File: src/rtl/y86_pkg.sv
// ---------------------------------------------------------------------------
// y86_pkg
//   Shared Y86-64 pipeline definitions: instruction codes, jXX/cmovXX
//   condition codes, stage status codes, the condition-code register layout
//   and its reset value.
// ---------------------------------------------------------------------------
package y86_pkg;

    // Instruction codes (icode field)
    localparam logic [3:0] HALT   = 4'h0;
    localparam logic [3:0] NOP    = 4'h1;
    localparam logic [3:0] CMOVXX = 4'h2;
    localparam logic [3:0] OPQ    = 4'h6;
    localparam logic [3:0] JXX    = 4'h7;

    // Condition codes (ifun field of jXX / cmovXX)
    localparam logic [3:0] C_YES = 4'h0;
    localparam logic [3:0] C_LE  = 4'h1;
    localparam logic [3:0] C_L   = 4'h2;
    localparam logic [3:0] C_E   = 4'h3;
    localparam logic [3:0] C_NE  = 4'h4;
    localparam logic [3:0] C_GE  = 4'h5;
    localparam logic [3:0] C_G   = 4'h6;

    // Stage status codes
    typedef enum logic [1:0] {
        AOK = 2'b00,
        HLT = 2'b01,
        ADR = 2'b10,
        INS = 2'b11
    } stat_t;

    // Architectural condition-code register, packed as {ZF,SF,OF}
    typedef struct packed {
        logic zf;
        logic sf;
        logic of;
    } cc_t;

    localparam logic [2:0] CC_RESET = 3'b100;

endpackage

File: src/rtl/cc_cond_unit_cond_eval.sv
// ---------------------------------------------------------------------------
// cond_eval
//   Purely combinational evaluation of a jXX/cmovXX condition against a set
//   of condition flags. Shared with the branch-prediction checker.
//   Ports:
//     ifun  in  4  condition code (C_YES .. C_G; 7..15 never taken)
//     zf    in  1  zero flag
//     sf    in  1  sign flag
//     of    in  1  overflow flag
//     cnd   out 1  condition result
// ---------------------------------------------------------------------------
module cond_eval
    import y86_pkg::*;
(
    input  logic [3:0] ifun,
    input  logic       zf,
    input  logic       sf,
    input  logic       of,
    output logic       cnd
);

    // Signed "less than" after a compare is SF xor OF
    logic lt;
    assign lt = sf ^ of;

    always_comb begin
        cnd = 1'b0;
        case (ifun)
            C_YES:   cnd = 1'b1;
            C_LE:    cnd = lt | zf;
            C_L:     cnd = lt;
            C_E:     cnd = zf;
            C_NE:    cnd = ~zf;
            C_GE:    cnd = ~lt;
            C_G:     cnd = ~lt & ~zf;
            default: cnd = 1'b0;
        endcase
    end

endmodule

File: src/rtl/cc_cond_unit.sv
// ---------------------------------------------------------------------------
// cc_cond_unit
//   Execute-stage consumer of the ALU result. Derives ZF/SF from alu_out,
//   takes OF from the ALU and holds them in the architectural condition-code
//   register. Evaluates the jXX/cmovXX condition from the registered flags
//   and pipelines it into the E->M register as M_cnd.
//   Ports:
//     clk, rst_n         clock, asynchronous active-low reset
//     E_icode, E_ifun    instruction in Execute
//     E_valid            Execute holds a real instruction (not a bubble)
//     alu_out, alu_of    ALU result and signed overflow
//     m_stat, W_stat     status of the instructions in Memory / Writeback
//     M_stall, M_bubble  E->M register control (bubble wins over stall)
//     cc_zf/cc_sf/cc_of  registered condition flags
//     e_cnd              condition from the registered flags and E_ifun
//     set_cc             flags update at the next edge
//     M_cnd              registered e_cnd
// ---------------------------------------------------------------------------
module cc_cond_unit #(
    parameter int         WIDTH    = 64,
    parameter logic [2:0] CC_RESET = y86_pkg::CC_RESET
) (
    input  logic             clk,
    input  logic             rst_n,
    input  logic [3:0]       E_icode,
    input  logic [3:0]       E_ifun,
    input  logic             E_valid,
    input  logic [WIDTH-1:0] alu_out,
    input  logic             alu_of,
    input  logic [1:0]       m_stat,
    input  logic [1:0]       W_stat,
    input  logic             M_stall,
    input  logic             M_bubble,
    output logic             cc_zf,
    output logic             cc_sf,
    output logic             cc_of,
    output logic             e_cnd,
    output logic             set_cc,
    output logic             M_cnd
);

    import y86_pkg::*;

    cc_t  cc_d, cc_q;
    logic m_cnd_d, m_cnd_q;

    // A faulting instruction ahead in M or W must not see its successor
    // modify the flags, so the write is squashed while either is not AOK.
    assign set_cc = E_valid & (E_icode == OPQ) &
                    (m_stat == AOK) & (W_stat == AOK);

    always_comb begin
        cc_d = cc_q;
        if (set_cc) begin
            cc_d.zf = (alu_out == '0);
            cc_d.sf = alu_out[WIDTH-1];
            cc_d.of = alu_of;
        end
    end

    // The condition deliberately looks at the registered flags only; an OPq
    // directly ahead of a jXX is seen one cycle later.
    cond_eval u_cond_eval (
        .ifun (E_ifun),
        .zf   (cc_q.zf),
        .sf   (cc_q.sf),
        .of   (cc_q.of),
        .cnd  (e_cnd)
    );

    always_comb begin
        m_cnd_d = e_cnd;
        if (M_bubble) begin
            m_cnd_d = 1'b0;
        end else if (M_stall) begin
            m_cnd_d = m_cnd_q;
        end
    end

    always_ff @(posedge clk or negedge rst_n) begin
        if (!rst_n) begin
            cc_q    <= CC_RESET;
            m_cnd_q <= 1'b0;
        end else begin
            cc_q    <= cc_d;
            m_cnd_q <= m_cnd_d;
        end
    end

    assign cc_zf = cc_q.zf;
    assign cc_sf = cc_q.sf;
    assign cc_of = cc_q.of;
    assign M_cnd = m_cnd_q;

endmodule

File: config.mk
export PLATFORM = sky130hd
export DESIGN_NAME = cc_cond_unit
export DESIGN_NICKNAME = d
export VERILOG_FILES = /design/src/rtl/y86_pkg.sv /design/src/rtl/cc_cond_unit_cond_eval.sv /design/src/rtl/cc_cond_unit.sv
export SDC_FILE = /design/constraint.sdc
export NUM_CORES = 1
export LEC_CHECK = 0
export BUFFER_PORTS_ARGS = -buffer_cell sky130_fd_sc_hd__buf_2
export CAP_MARGIN = 15
export CORE_MARGIN = 2
export CORE_UTILIZATION = 24
export CTS_CLUSTER_DIAMETER = 150
export DETAILED_ROUTE_END_ITERATION = 8
export MAX_ROUTING_LAYER = met4
export PLACE_DENSITY = 0.92
export SYNTH_ARGS = -nofsm -noshare
export SYNTH_HDL_FRONTEND = slang
export SYNTH_SLANG_ARGS = --single-unit
File: constraint.sdc
create_clock -name clk -period 2.66 [get_ports clk]
set_input_delay 0.133 -clock clk [delete_from_list [all_inputs] [get_ports clk]]
set_output_delay 0.133 -clock clk [all_outputs]
set_load 0.02 [all_outputs]
======== Word-level counts from Yosys, hierarchy flattened ========
Index checks and enable logic that the tools add are counted.
word-level totals
  bits in registers ....................... 4
  output and inout bits ................... 6
  bits of input ports ..................... 82
  logic and storage cells ................. 27
operators by class
  equal/unequal tests ..................... 8
  multiplexer cells ....................... 3
  bitwise operators ....................... 8
  reductions and logical operators ........ 4
operator list
  kind                                            number
  zero test 64 bit                                1
  == test 4 x 3 -> 1 bit (second input constant)  4
  == test 4 x 2 -> 1 bit (second input constant)  2
  case mux 1 bit (7 select lines)                 1
  AND 1 bit                                       4
  == test 4 x 1 -> 1 bit (second input constant)  1
  zero test 2 bit                                 2
  zero test 4 bit                                 1
  two-way mux 1 bit                               2
  != test 2 x 1 -> 1 bit (second input constant)  1
  NOT 1 bit                                       2
  OR 1 bit                                        1
  bitwise XOR 1 bit                               1

======== Logic depth before layout (Yosys ltp) ========
  depth in word-level cells ............... 6
  mapped depth ............................ 5
  mapped depth without buffers ............ 5

======== Modules after synthesis ========
A second synthesis with hierarchy kept.
unflattened totals
  cell total of the unflattened synthesis .. 44
  area total of the unflattened synthesis .. 395.4 um^2
by module, submodules not included
  module        instances  sequential area each (um^2)  cells an instance  area an instance (um^2)
  cc_cond_unit  1          101.3                        34                 314.1
  cond_eval     1          0.0                          10                 81.3

======== Worst setup path before layout ========
Ideal clock, no wire load.
  path kind ............................... register to output
  from .................................... register cc_q, in the netlist cc_sf
  to ...................................... output port e_cnd
  path buffers ............................ 0
  required time ........................... 2527 ps
  path slack .............................. 1092 ps
  arrival time ............................ 1435 ps
  stages on the path, launching flop included .. 6
  path through ............................ dfrtp_1 > xnor2_1 > or2_2 > a21oi_1 > nor3_1 > nor2_1
between the ends
  longest elaborated chain between the ends .. 4
  elaborated cells on any way between the ends .. 5
  classes of those cells .................. mux (1); bitwise (4)
ends and longest elaborated chain
  element                              line                                                        source
  start: declaration                   cc_cond_unit.sv:44                                          cc_t cc_d, cc_q;
  start signal: assignment             cc_cond_unit.sv:82                                          cc_q <= CC_RESET;
  start signal: assignment             cc_cond_unit.sv:85                                          cc_q <= cc_d;
  bitwise XOR 1 bit (*)                cc_cond_unit_cond_eval.sv:24                                assign lt = sf ^ of;
  NOT 1 bit                            cc_cond_unit_cond_eval.sv:34, cc_cond_unit_cond_eval.sv:35
  AND 1 bit                            cc_cond_unit_cond_eval.sv:35                                C_G: cnd = ~lt & ~zf;
  case mux 1 bit (7 select lines) (*)  cc_cond_unit_cond_eval.sv:28                                case (ifun)
  end: declaration                     cc_cond_unit.sv:37                                          output logic e_cnd,
Every way passes the cells marked *; elsewhere a longest branch is shown, timed or not.

======== Worst setup path in the final report ========
Same ends and word-level chain as after synthesis.

==> flow_metrics.env <==
export IMPL_reg2reg_to="M_cnd"
export IMPL_vias=795
export IMPL_drc_errors=0
export IMPL_ys_types=20
export IMPL_grt_pass1_wl_um=2910
export IMPL_slowest_stage="dfrtp_1"
export IMPL_wl_met2_um=1090
export IMPL_met1Wirelength_um=613
export IMPL_crit_end="e_cnd"
export IMPL_num_rows=14
export IMPL_synth_top_area_cell="nor4_1"
export IMPL_yosys_warnings=0
export IMPL_vias_per_cell=4.97
export IMPL_worst_slew_pin_slew_ps=324
export IMPL_finalClockSkew_ps=4.86
export IMPL_finalHoldViolations=0
export IMPL_wl_per_cell_um=11.8
export IMPL_crit_cells=6
export IMPL_critical_path_arrival_ps=1580
export IMPL_status="complete, no violations"
export IMPL_postRouteAntennaNets=0
export IMPL_area_delta_synth_final_pct=127
export IMPL_grt_overflow=0
export IMPL_power_density_nw_per_um2=279
export IMPL_fp_dieH_um=44.2
export IMPL_critPathKind="flop to output pin"
export IMPL_wirelength_um=1890
export IMPL_grt_max_degree=6
export IMPL_hold_path_class="input port to flop"
export IMPL_r2r_start="cc_zf"
export IMPL_clkTransAtPathRegs_ps=40
export IMPL_cp_end_kind="output pin"
export IMPL_critPathBufInv=1
export IMPL_r2r_cells=5
export IMPL_syn_area_um2=388
export IMPL_cts_setup_buffers=0
export IMPL_syn_num_nets=134
export IMPL_drive_above_1_share_pct=65.3
export IMPL_start_util_pct=25.7
export IMPL_cts_tree="built"
export IMPL_synth_top_cell_area_share_pct=25.8
export IMPL_synth_cells=52
export IMPL_rsz0062_at_grt="no"
export IMPL_seq_area_frac_synth_pct=26.1
export IMPL_coreArea_um2=1510
export IMPL_grt_pass1_vias=807
export IMPL_setup_viol=0
export IMPL_hp_start="M_bubble"
export IMPL_nets=227
export IMPL_max_freq_ghz=0.583
export IMPL_maxSlewViolCount=0
export IMPL_cts_root_buf="clkbuf_4"
export IMPL_finalCritPeriodShare_pct=64.5
export IMPL_dpl_hpwl_um=1770
export IMPL_syn_avg_cell_area_um2=7.46
export IMPL_htreeDepth=1
export IMPL_numClockSinks=4
export IMPL_slowest_delay_ps=390
export IMPL_utilization_pct=58.4
export IMPL_min_period_ps=1710
export IMPL_routabilityCongestion=0.791
export IMPL_cp_required_ps=2530
export IMPL_r2r_setup_slack_ps=1300
export IMPL_boundaryPins=88
export IMPL_path_cells="xnor2_1 -> or2_2 -> a21oi_1 -> nor3_1 -> nor2_1 -> buf_2"
export IMPL_relSlewSlack_pct=78.2
export IMPL_cp_startpoint="cc_sf"
export IMPL_top_layer="met4"
export IMPL_maxCapViolCount=0
export IMPL_cts_hold_buf=1
export IMPL_p_leak_nw=0.495
export IMPL_synth_seq_cells=4
export IMPL_worstSetupStartpointType="flop"
export IMPL_drtIter0Drc=8
export IMPL_crit_family="simple AND/OR/NAND/NOR gates"
export IMPL_antenna_found_initial=0
export IMPL_fill_cells=146
export IMPL_fp_dieW_um=44.2
export IMPL_cts_resized=0
export IMPL_cts_buffers=3
export IMPL_diodes=0
export IMPL_clk_latency_ps=240
export IMPL_die_area_um2=1950
export IMPL_wl_met3_um=165
export IMPL_grt_usage_pct=20.3
export IMPL_io_buffers=87
export IMPL_clk_path_buf_depth=2
export IMPL_fin_setup_tns_ps=0
export IMPL_synth_area_leaders="nor4_1, dfrtp_1, nand4_1, dfstp_2, nand2_1"
export IMPL_first_pass_iters=4
export IMPL_cp_max_fo=3
export IMPL_ir_worst_vdd_mv=0.162
## flip-flops by register name, indices dropped and copies added, names as in the netlist
| register | cells |
|---|---|
| M_cnd | 1 |
| cc_zf | 1 |
| cc_of | 1 |
| cc_sf | 1 |
## where the power goes
| group | switching [W] | leakage [nW] | internal [W] |
|---|---|---|---|
| clock network | 0.0000283 | 0.0150 | 0.0000565 |
| registers | 0.00000276 | 0.0518 | 0.0000654 |
| logic | 0.0000363 | 0.428 | 0.0000562 |
| total | 0.0000674 | 0.495 | 0.000178 |
## cell type report
type	instances	area, um^2	area share [%]
clock buffer	4	26.3	2.99
inverter	2	7.51	0.853
multi-input combinational	46	279	31.7
sequential	4	101	11.5
tap	16	20.0	2.28
timing repair buffer	88	445	50.6
## cell families (layout without fill, tap and decap cells)
kind of cell | after synthesis | in the layout | synth area share [%]
and+or+nand+nor | 38 | 38 | 57.1
AOI/OAI and AO/OA | 7 | 7 | 12.6
buffers and inverters | 2 | 94 | 1.94
DFF | 4 | 4 | 26.1
xor gates and xnor gates | 1 | 1 | 2.26
## Yosys cell counts
cell       n
a21boi_0   1
a21oi_1    3
a31oi_1    1
dfrtp_1    3
dfstp_2    1
inv_1      2
nand2_1    7
nand2b_1   1
nand3b_1   1
nand4_1    5
nor2_1     3
nor3_1     1
nor3b_1    1
nor4_1    16
nor4_2     1
o22ai_2    1
o31ai_1    1
or2_2      1
or4_1      1
xnor2_1    1
## layer usage
metal | global-route usage (%) | up-vias
met2 | 42.1 | 47
met4 | 7.27 | 0
met5 | - | -
met3 | 1.22 | 2
met1 | 19.0 | 347
li1 | - | 399
## placed cells by master (no fill, tap or decap)
cell and instances:
nor3b_1 1, or2_2 1, buf_2 87, nand3b_1 1, o22ai_2 1, a21oi_1 3
dfrtp_1 3, a31oi_1 1, clkbuf_1 1, nor4_1 16, dfstp_2 1, dlygate4sd3_1 1
clkbuf_4 3, xnor2_1 1, nand2b_1 1, a21boi_0 1, nand4_1 5, nor2_1 3
inv_1 2, nor4_2 1, nor3_1 1, or4_1 1, o31ai_1 1, nand2_1 7
## per-stage QoR
step           std cells  area [um^2]  setup slack [ps]  total power (W)  hold slack, ps
2_1_floorplan         52          388              1090        0.0000925            -163
3_3_place_gp         155          843              1240         0.000156           -60.4
3_5_place_dp         155          843              1180         0.000160           -56.6
4_1_cts              160          880               926         0.000248            42.3
5_1_grt              160          880               770         0.000261            49.2
6_report             160          880               945         0.000245            42.4
## how the worst min path moves through the flow
| stage | endpoint | slack, ps | cells after the start |
|---|---|---|---|
| 2_1_floorplan | M_cnd | -160 | 0 |
| 6_report | M_cnd | 40 | 2 |
| 3_5_place_dp | M_cnd | -60 | 1 |
| 4_1_cts | M_cnd | 40 | 2 |
| 5_1_grt | M_cnd | 50 | 2 |
| 3_3_place_gp | M_cnd | -60 | 1 |
No activity file was read; power rests on OpenSTA's default activity.
